==> config.mk <==
export PLATFORM = sky130hd
export DESIGN_NAME = ctrl_debouncer
export DESIGN_NICKNAME = d
export VERILOG_FILES = /design/src/rtl/ctrl_debouncer.sv
export SDC_FILE = /design/constraint.sdc
export NUM_CORES = 1
export LEC_CHECK = 0
export ABC_AREA = 1
export BUFFER_PORTS_ARGS = -buffer_cell sky130_fd_sc_hd__buf_2
export CORE_AREA = 4 4 41 43
export CTS_CLUSTER_SIZE = 12
export DETAILED_ROUTE_END_ITERATION = 10
export DIE_AREA = 0 0 45 47
export PLACE_DENSITY = 0.55
export SLEW_MARGIN = 20
export SYNTH_ARGS = -nofsm -noshare
export SYNTH_HDL_FRONTEND = slang
export SYNTH_SLANG_ARGS = --single-unit
export TNS_END_PERCENT = 1
==> constraint.sdc <==
create_clock -name clk -period 1.8 [get_ports clk]
set_input_delay 0.27 -clock clk [delete_from_list [all_inputs] [get_ports clk]]
set_output_delay 0.27 -clock clk [all_outputs]
set_load 0.005 [all_outputs]
==> src/rtl/ctrl_debouncer.sv <==
// ctrl_debouncer: conditions a raw, bouncing push-button into clean control
// signals. A two-flop synchronizer feeds a four-state debounce FSM with a
// stability counter; all outputs are registered.
//   ctrl      : step select for count_especial (1 = +2, 0 = +1)
//   btn_level : debounced button level
//   btn_pulse : one-cycle strobe per accepted press
module ctrl_debouncer #(
  parameter int DB_CYCLES = 16,  // stable synced samples needed to accept an edge (>= 2)
  parameter bit TOGGLE    = 1'b1 // 1: ctrl toggles per press, 0: ctrl follows btn_level
) (
  input  logic clk,
  input  logic rst,
  input  logic btn_in,
  output logic ctrl,
  output logic btn_level,
  output logic btn_pulse
);

  localparam int CW = (DB_CYCLES > 1) ? $clog2(DB_CYCLES) : 1;
  localparam logic [CW-1:0] CNT_LAST = CW'(DB_CYCLES - 1);

  typedef enum logic [1:0] {
    IDLE      = 2'd0,
    WAIT_HIGH = 2'd1,
    PRESSED   = 2'd2,
    WAIT_LOW  = 2'd3
  } state_t;

  logic          sync_ff1;
  logic          sync_ff2;
  logic          s;
  state_t        state;
  state_t        next_state;
  logic [CW-1:0] cnt;
  logic [CW-1:0] next_cnt;
  logic          next_level;
  logic          accept_press;

  assign s = sync_ff2;

  // Two-flop synchronizer bringing the asynchronous button into the clk domain.
  // NOTE: sequential state is always assigned with <= so every flop samples
  // the pre-edge value of its neighbours; with = the second flop would copy
  // btn_in directly and the synchronizer would collapse to a single stage.
  always_ff @(posedge clk) begin
    if (rst) begin
      sync_ff1 <= 1'b0;
      sync_ff2 <= 1'b0;
    end else begin
      sync_ff1 <= btn_in;
      sync_ff2 <= sync_ff1;
    end
  end

  // Next-state and stability-counter logic of the debounce FSM.
  // NOTE: every output of this block gets a default before the case so no
  // path leaves a value unassigned; an unassigned path would infer a latch.
  always_comb begin
    next_state = state;
    next_cnt   = cnt;
    unique case (state)
      IDLE: begin
        if (s) begin
          next_state = WAIT_HIGH;
          next_cnt   = '0;
        end
      end
      WAIT_HIGH: begin
        if (!s) begin
          next_state = IDLE;
          next_cnt   = '0;
        end else if (cnt == CNT_LAST) begin
          next_state = PRESSED;
        end else begin
          next_cnt = cnt + 1'b1;
        end
      end
      PRESSED: begin
        if (!s) begin
          next_state = WAIT_LOW;
          next_cnt   = '0;
        end
      end
      WAIT_LOW: begin
        if (s) begin
          // Bounce during release: fall straight back to PRESSED, no pulse.
          next_state = PRESSED;
        end else if (cnt == CNT_LAST) begin
          next_state = IDLE;
        end else begin
          next_cnt = cnt + 1'b1;
        end
      end
      default: begin
        next_state = IDLE;
        next_cnt   = '0;
      end
    endcase
  end

  // Decoded values that the output registers capture on the state edge.
  assign next_level   = (next_state == PRESSED) || (next_state == WAIT_LOW);
  assign accept_press = (state == WAIT_HIGH) && (next_state == PRESSED);

  // FSM state, counter and registered outputs, all updating on the same edge.
  always_ff @(posedge clk) begin
    if (rst) begin
      state     <= IDLE;
      cnt       <= '0;
      ctrl      <= 1'b0;
      btn_level <= 1'b0;
      btn_pulse <= 1'b0;
    end else begin
      state     <= next_state;
      cnt       <= next_cnt;
      btn_level <= next_level;
      btn_pulse <= accept_press;
      if (TOGGLE) begin
        if (accept_press) begin
          ctrl <= ~ctrl;
        end
      end else begin
        ctrl <= next_level;
      end
    end
  end

endmodule
==> results of run 1 <==
cell type report:
| cell class | count | share of cell area |
|---|---|---|
| Inverter | 12 | 0.0805 |
| Timing Repair Buffer | 5 | 0.0447 |
| Clock buffer | 4 | 0.0649 |
| Sequential cell | 10 | 0.358 |
| Multi-Input combinational cell | 50 | 0.418 |
| Tap cell | 15 | 0.0336 |
cells in the final DEF (no fill, tap or decap):
cell type / instances
sky130_fd_sc_hd__dfxtp_1: 10
sky130_fd_sc_hd__nand3_1: 4
sky130_fd_sc_hd__nor4_1: 1
sky130_fd_sc_hd__nand4_1: 3
sky130_fd_sc_hd__clkbuf_4: 3
sky130_fd_sc_hd__o21ai_0: 2
sky130_fd_sc_hd__nand2_2: 1
sky130_fd_sc_hd__a21oi_1: 4
sky130_fd_sc_hd__ha_1: 1
sky130_fd_sc_hd__nand3_2: 2
sky130_fd_sc_hd__inv_1: 12
sky130_fd_sc_hd__nand2_1: 19
sky130_fd_sc_hd__nor2_1: 13
sky130_fd_sc_hd__buf_2: 5
sky130_fd_sc_hd__clkbuf_8: 1
flip-flops by register name, indices dropped and copies added (netlist names):
name and count:
state 1, sync_ff1 1, cnt 4, ctrl 1
s 1, btn_level 1, btn_pulse 1
final timing paths:
path / endpoint / startpoint / slack, ps / cells after the start
worst max-delay path: btn_level / cnt[0] / 610 / 5
worst min-delay path: sync_ff1 / btn_in / 200 / 3
worst max register to register: btn_level / cnt[0] / 610 / 5
worst min register to register: s / sync_ff1 / 410 / 2
routing by layer:
metal	up-vias	GRT usage
li1	247	-
met1	184	0.124
met2	9	0.136
met3	5	0.0345
met4	0	0.105
met5	-	0
kinds of logic (layout without fill, tap and decap cells):
group / count (synthesis) / count (layout) / synth area share
compound gates: 6 / 6 / 0.0622
buf+inv: 13 / 21 / 0.101
simple gates: 43 / 43 / 0.396
flops: 10 / 10 / 0.415
fa+ha+maj: 1 / 1 / 0.0259
power groups by stage:
stage	Sequential, mW	Clock, mW	Combinational [mW]
finish	0.232	0.201	0.0259
global route	0.232	0.218	0.0316
CTS	0.232	0.209	0.0262
detailed placement	0.237	0	0.0261
global placement	0.236	0	0.0265
floorplan	0.235	0	0.0209
worst register-to-register path, cell delays in order, from the launching register on:
cell and delay [ps]:
sky130_fd_sc_hd__dfxtp_1 390, sky130_fd_sc_hd__ha_1 220, sky130_fd_sc_hd__nand3_2 150, sky130_fd_sc_hd__nor2_1 170, sky130_fd_sc_hd__nand2_1 60, sky130_fd_sc_hd__a21oi_1 130
==> impl_results.rst, run 1 <==
.. list-table::
   :header-rows: 1

   * - Metric
     - Value
   * - Run status
     - completed
   * - Max-slew violation count
     - 0
   * - Average cell area after synthesis
     - 6.62 um^2
   * - Library cell contributing the largest single delay on the critical path
     - sky130_fd_sc_hd__dfxtp_1
   * - Clk_skew
     - 1.95 ps
   * - Share of the core filled with cells
     - 0.430
   * - Final routed DRC violation total
     - 0
   * - YS warnings
     - 0
   * - Final number of hold-violating endpoints
     - 0
   * - Clock Power Share
     - 0.438
   * - DRT iter0 DRCs
     - 7
   * - Commonest cells post-synth
     - sky130_fd_sc_hd__nand2_1 (19), sky130_fd_sc_hd__nor2_1 (13), sky130_fd_sc_hd__inv_1 (12)
   * - Area added between synthesis and finish
     - 15.8%
   * - Die area
     - 2120 um^2
   * - Setup fix buffers added after clock tree synthesis
     - 0
   * - Biggest area contributors in the synthesized netlist
     - sky130_fd_sc_hd__dfxtp_1 (41%), sky130_fd_sc_hd__nand2_1 (15%), sky130_fd_sc_hd__nor2_1 (10%)
   * - Clock latency on the worst-skew pair
     - 260 ps
   * - Via-to-Cell Ratio
     - 4.64
   * - Total negative slack for setup checks
     - 0 ps
   * - Die height
     - 47 um
   * - Number of buffers inserted during clock tree synthesis
     - 3
   * - Library cell used as clock root buffer
     - sky130_fd_sc_hd__clkbuf_4
   * - Final global-route overflow total
     - 0
   * - Cell variety after synth
     - 13
   * - Total Power Consumption
     - 458 uW
   * - Final Instance Area
     - 559 um^2
   * - Detailed-placement wirelength estimate
     - 647 um
   * - CP required
     - 2000 ps
   * - FFs w/ async S/R, synth
     - 0
   * - Wire per inst
     - 8.88 um
   * - Worst hold slack
     - 203 ps
   * - Initial Util
     - 0.371
   * - Largest voltage drop on the vdd net
     - 0.395 mV
   * - Post-synthesis net count
     - 77
   * - Total length of routed met3 wires
     - 36 um
   * - Int Power
     - 359 uW
   * - Maximum buffer depth of the clock tree
     - 2
   * - Library cell with the largest summed area after synthesis
     - sky130_fd_sc_hd__dfxtp_1
   * - PortBufs
     - 5
   * - Synthesized area
     - 483 um^2
   * - Count of pins on the block boundary
     - 6
   * - # hold bufs at CTS
     - 0
   * - Cell family with the largest share of critical-path delay
     - flip-flops
   * - Wire length on met1
     - 423 um
   * - RSZ-0062 raised after global routing
     - false
   * - Total power divided by cell area
     - 819 nW/um^2
   * - Cells along the critical path
     - ha_1, nand3_2, nor2_1, nand2_1, a21oi_1
   * - Via count
     - 445
   * - Startpoint class of the critical path
     - flip-flop
   * - Std-Cell Core Area
     - 1300 um^2
   * - Critical path buffer and inverter count
     - 0
   * - Slowest Stage Delay on Critical Path
     - 390 ps
   * - Share of synthesized area occupied by flip-flops and latches
     - 0.415
   * - Switching power total
     - 98.8 uW
   * - CTS HTree Levels
     - 1
   * - Multi-input combinational cell area
     - 234 um^2
   * - Fmax
     - 842 MHz
   * - GPL Wtd Cong
     - 0.747
   * - Wirelength, routed
     - 852 um
   * - Maximum number of pins on one net before global-route repair
     - 9
   * - Final critical-path setup slack
     - 612 ps
   * - Horizontal die dimension
     - 45 um
   * - Final Cycle Share
     - 0.660
   * - Clock transition time at the flip-flop clock pins of the worst setup and hold paths
     - 70 ps
   * - Final std cells w/o fill
     - 96
   * - Antenna violations before repair
     - 0
   * - Kind of end point of the critical path
     - flip-flop
   * - Antenna cells
     - 0
   * - Initial DRT Pass Iterations
     - 4
   * - Share of the synthesized area in the top cell type
     - 0.415
   * - Placed inst area
     - 523 um^2
   * - Total placed cells including tap cells
     - 92
   * - TritonCTS clock tree
     - built
   * - Fillers
     - 144
   * - Leakage power figure
     - 0.260 nW
   * - FF/Latch Area
     - 200 um^2
   * - Slew Limit Headroom
     - 0.835
   * - Met2 wire len
     - 360 um
   * - Clock net sink count
     - 10
   * - Fraction of final layout cells sized beyond drive strength 1
     - 0.148
   * - Switching Share
     - 0.216
   * - Post-route ant nets
     - 0
   * - Number of endpoints failing setup at the final stage
     - 0
   * - Top sig layer
     - met4
   * - Transition time at the pin with the least slew margin
     - 245 ps
   * - Cell count after synthesis
     - 73
   * - Classification of the worst-slack hold path
     - in -> reg
   * - Sequential fraction of design power
     - 0.506
   * - Top_reg_cell synth
     - sky130_fd_sc_hd__dfxtp_1
   * - Leading cell type by number of instances after synthesis
     - sky130_fd_sc_hd__nand2_1
   * - EDFF count, synth
     - 0
   * - Post-cts resize count
     - 0
   * - Max cap viols
     - 0
   * - Setup slack at placement
     - 628 ps
   * - Final critical path time including I/O delays and setup
     - 1190 ps
   * - Number of storage elements in the synthesis netlist
     - 10
   * - Critical Path Fanout Max
     - 6
   * - Count of standard-cell rows
     - 13
   * - Aggregate global-route resource usage
     - 0.102
   * - Part of the power in combinational logic
     - 0.056
   * - Via count of the first global-routing pass
     - 360
   * - Critical setup path kind
     - reg -> reg
   * - Wire length of the first global-routing pass
     - 1.46 mm
   * - Final Net Count
     - 86
   * - Worst EP arrival
     - 1390 ps
Power figures use the tool's default switching activity.
==> inputs of run 2 (changes only) <==
- ABC_AREA: 1 -> 0
- PLACE_DENSITY: 0.55 -> 0.57
- clock period: 1.8 -> 1 ns (I/O delays scaled with it)
==> run 2 against run 1 <==
Against the previous run: the run now ends with negative setup slack left; sequential power rose by 79%; sequential share of layout area decreased by 6.8 points; synthesized cell count is 32% lower; critical path type unchanged; hold slack worse by 100 ps.
==> impl_results.rst, run 2 <==
.. list-table::
   :header-rows: 1

   * - Metric
     - Value
   * - Run status
     - complete, but fails checks
   * - Failing checks
     - negative setup slack
   * - Kind of end point of the critical path
     - flip-flop
   * - Final Net Count
     - 76
   * - Largest voltage drop on the vdd net
     - 0.692 mV
   * - Aggregate global-route resource usage
     - 0.120
   * - Final critical-path setup slack
     - -414 ps
   * - Average cell area after synthesis
     - 9.56 um^2
   * - Initial Util
     - 0.367
   * - Slowest Stage Delay on Critical Path
     - 480 ps
   * - TritonCTS clock tree
     - built
   * - Post-Synth Adder-Cell Area
     - 0.0262
   * - Share of the synthesized area in the top cell type
     - 0.419
   * - Post-route ant nets
     - 0
   * - Max-slew violation count
     - 0
   * - Antenna violations before repair
     - 0
   * - Clock net sink count
     - 10
   * - Post-synthesis net count
     - 54
   * - Std-Cell Core Area
     - 1300 um^2
   * - Worst EP arrival
     - 1600 ps
   * - Maximum number of pins on one net before global-route repair
     - 12
   * - Cells along the critical path
     - ha_4, and3_4, or4b_4, a211oi_2
   * - Area added between synthesis and finish
     - 47.9%
   * - FFs w/ async S/R, synth
     - 0
   * - XOR/XNOR share of the synthesized area
     - 0.0366
   * - Leakage power figure
     - 0.299 nW
   * - Maximum buffer depth of the clock tree
     - 2
   * - Startpoint class of the critical path
     - flip-flop
   * - Commonest cells post-synth
     - sky130_fd_sc_hd__dfxtp_1 (10), sky130_fd_sc_hd__nor2b_1 (4), sky130_fd_sc_hd__nand3_1 (3)
   * - Count of pins on the block boundary
     - 6
   * - Critical Path Fanout Max
     - 3
   * - DRT iter0 DRCs
     - 11
   * - Transition time at the pin with the least slew margin
     - 310 ps
   * - Wirelength, routed
     - 1.09 mm
   * - Biggest area contributors in the synthesized netlist
     - sky130_fd_sc_hd__dfxtp_1 (42%), sky130_fd_sc_hd__nor2b_1 (5.2%), sky130_fd_sc_hd__xor2_1 (3.7%)
   * - Final critical path time including I/O delays and setup
     - 1410 ps
   * - Cell family with the largest share of critical-path delay
     - simple AND/OR/NAND/NOR gates
   * - EDFF count, synth
     - 0
   * - Number of flip-flops under the largest register name
     - 4
   * - RSZ-0062 raised after global routing
     - true
   * - Fraction of final layout cells sized beyond drive strength 1
     - 0.549
   * - Synthesized area
     - 478 um^2
   * - Horizontal die dimension
     - 45 um
   * - Clock transition time at the flip-flop clock pins of the worst setup and hold paths
     - 70 ps
   * - Initial DRT Pass Iterations
     - 4
   * - Clk_skew
     - 5.03 ps
   * - Register bank with the most flops
     - cnt
   * - Fmax
     - 707 MHz
   * - CP required
     - 1180 ps
   * - Slew Limit Headroom
     - 0.792
   * - Critical path buffer and inverter count
     - 0
   * - # hold bufs at CTS
     - 0
   * - Via-to-Cell Ratio
     - 5.16
   * - PortBufs
     - 5
   * - Classification of the worst-slack hold path
     - in -> reg
   * - Via count
     - 444
   * - Cell variety after synth
     - 30
   * - Die height
     - 47 um
   * - Top_reg_cell synth
     - sky130_fd_sc_hd__dfxtp_1
   * - Library cell used as clock root buffer
     - sky130_fd_sc_hd__clkbuf_4
   * - Library cell with the largest summed area after synthesis
     - sky130_fd_sc_hd__dfxtp_1
   * - Most common cell after layout, fill and taps aside
     - sky130_fd_sc_hd__buf_4
   * - Cell count after synthesis
     - 50
   * - Synth Area in Compound Gates
     - 0.191
   * - Die area
     - 2120 um^2
   * - Clock latency on the worst-skew pair
     - 270 ps
   * - Wire per inst
     - 12.6 um
   * - Detailed-placement wirelength estimate
     - 753 um
   * - YS warnings
     - 0
   * - Combinational family with the most area after synthesis
     - simple AND/OR/NAND/NOR gates
   * - Critical setup path kind
     - reg -> reg
   * - Total negative slack for setup checks
     - -1780 ps
   * - Final routed DRC violation total
     - 0
   * - Commonest non-fill, non-tap cells in the layout
     - sky130_fd_sc_hd__buf_4 (14), sky130_fd_sc_hd__dfxtp_1 (6), sky130_fd_sc_hd__buf_2 (5)
   * - Number of storage elements in the synthesis netlist
     - 10
   * - Count of standard-cell rows
     - 13
   * - Leading cell type by number of instances after synthesis
     - sky130_fd_sc_hd__dfxtp_1
   * - Wire length of the first global-routing pass
     - 1.77 mm
   * - Max cap viols
     - 0
   * - Total Power Consumption
     - 842 uW
   * - GPL Wtd Cong
     - 0.734
   * - Total power divided by cell area
     - 1190 nW/um^2
   * - Simple-gate share of the synthesized area
     - 0.254
   * - Number of buffers inserted during clock tree synthesis
     - 3
   * - Final global-route overflow total
     - 0
   * - Share of synthesized area occupied by flip-flops and latches
     - 0.419
   * - Via count of the first global-routing pass
     - 419
   * - Antenna cells
     - 0
   * - Library cell contributing the largest single delay on the critical path
     - sky130_fd_sc_hd__or4b_4
   * - Multiplexer area fraction after synthesis
     - 0.0236
   * - Number of endpoints failing setup at the final stage
     - 9
   * - Final Cycle Share
     - 1.41
   * - Setup slack at placement
     - -471 ps
   * - CTS HTree Levels
     - 1
   * - Final number of hold-violating endpoints
     - 0
==> run 2: changes by cell type after synthesis, sizes merged, moves of 3 or more <==
cell	change
nor2	-11
inv	-11
a211oi	+3
nor2b	+4
nand3	-3
a21oi	-3
nand2	-18
==> run 2: cell type report <==
type,instances,area (um^2)
clock buffer,4,36.3
fill,117,594
sequential,10,205
tap,15,18.8
inverter,1,3.75
multi-input combinational,36,302
timing repair buffer,20,141
==> run 2: per-layer routing <==
| layer | GRT usage | wire, um |
|---|---|---|
| met5 | 0 | 0 |
| met4 | 0.0175 | 0 |
| met3 | 0.0690 | 65 |
| met2 | 0.169 | 495 |
| met1 | 0.161 | 524 |
==> run 2: what timing repair did <==
| item | in CTS | in global routing |
|---|---|---|
| setup endpoints to repair | 9 | 9 |
| pin swaps | 3 | 4 |
| gates resized for setup | 6 | 7 |
| buffers inserted | 2 | 0 |
==> run 2: cells by family after synthesis <==
kind of cell / after synthesis
flip-flops: 10
adder cells (fa/ha/maj): 1
XOR/XNOR: 2
multiplexers: 1
buffers and inverters: 4
AND/OR/NAND/NOR: 20
AO/OA/AOI/OAI: 12
==> run 2: per-stage QoR <==
stage / instance area [um^2] / hold WS [ps] / instances / utilization
after floorplan: 485 / 278 / 50 / -
after global placement: 607 / 367 / 80 / 0.466
after detailed placement: 607 / 372 / 80 / 0.466
after CTS: 679 / 84.5 / 86 / 0.522
after global routing: 707 / 105 / 86 / 0.543
final: 707 / 101 / 86 / 0.543
==> run 2: power breakdown <==
group	switching [mW]	internal [mW]	leakage, nW	total [mW]
Clock	0.143	0.221	0.0210	0.364
Combinational	0.0297	0.0324	0.195	0.0620
Sequential	0.00822	0.407	0.0830	0.415
Total	0.181	0.660	0.299	0.842
==> run 2: path summary, 6_finish.rpt <==
kind	cells after the start	startpoint	end	slack, ps
worst min-delay path	2	btn_in	sync_ff1	100
worst min register to register	1	sync_ff1	s	440
worst max register to register	4	cnt[0]	cnt[1]	-410
worst max-delay path	4	cnt[0]	cnt[1]	-410
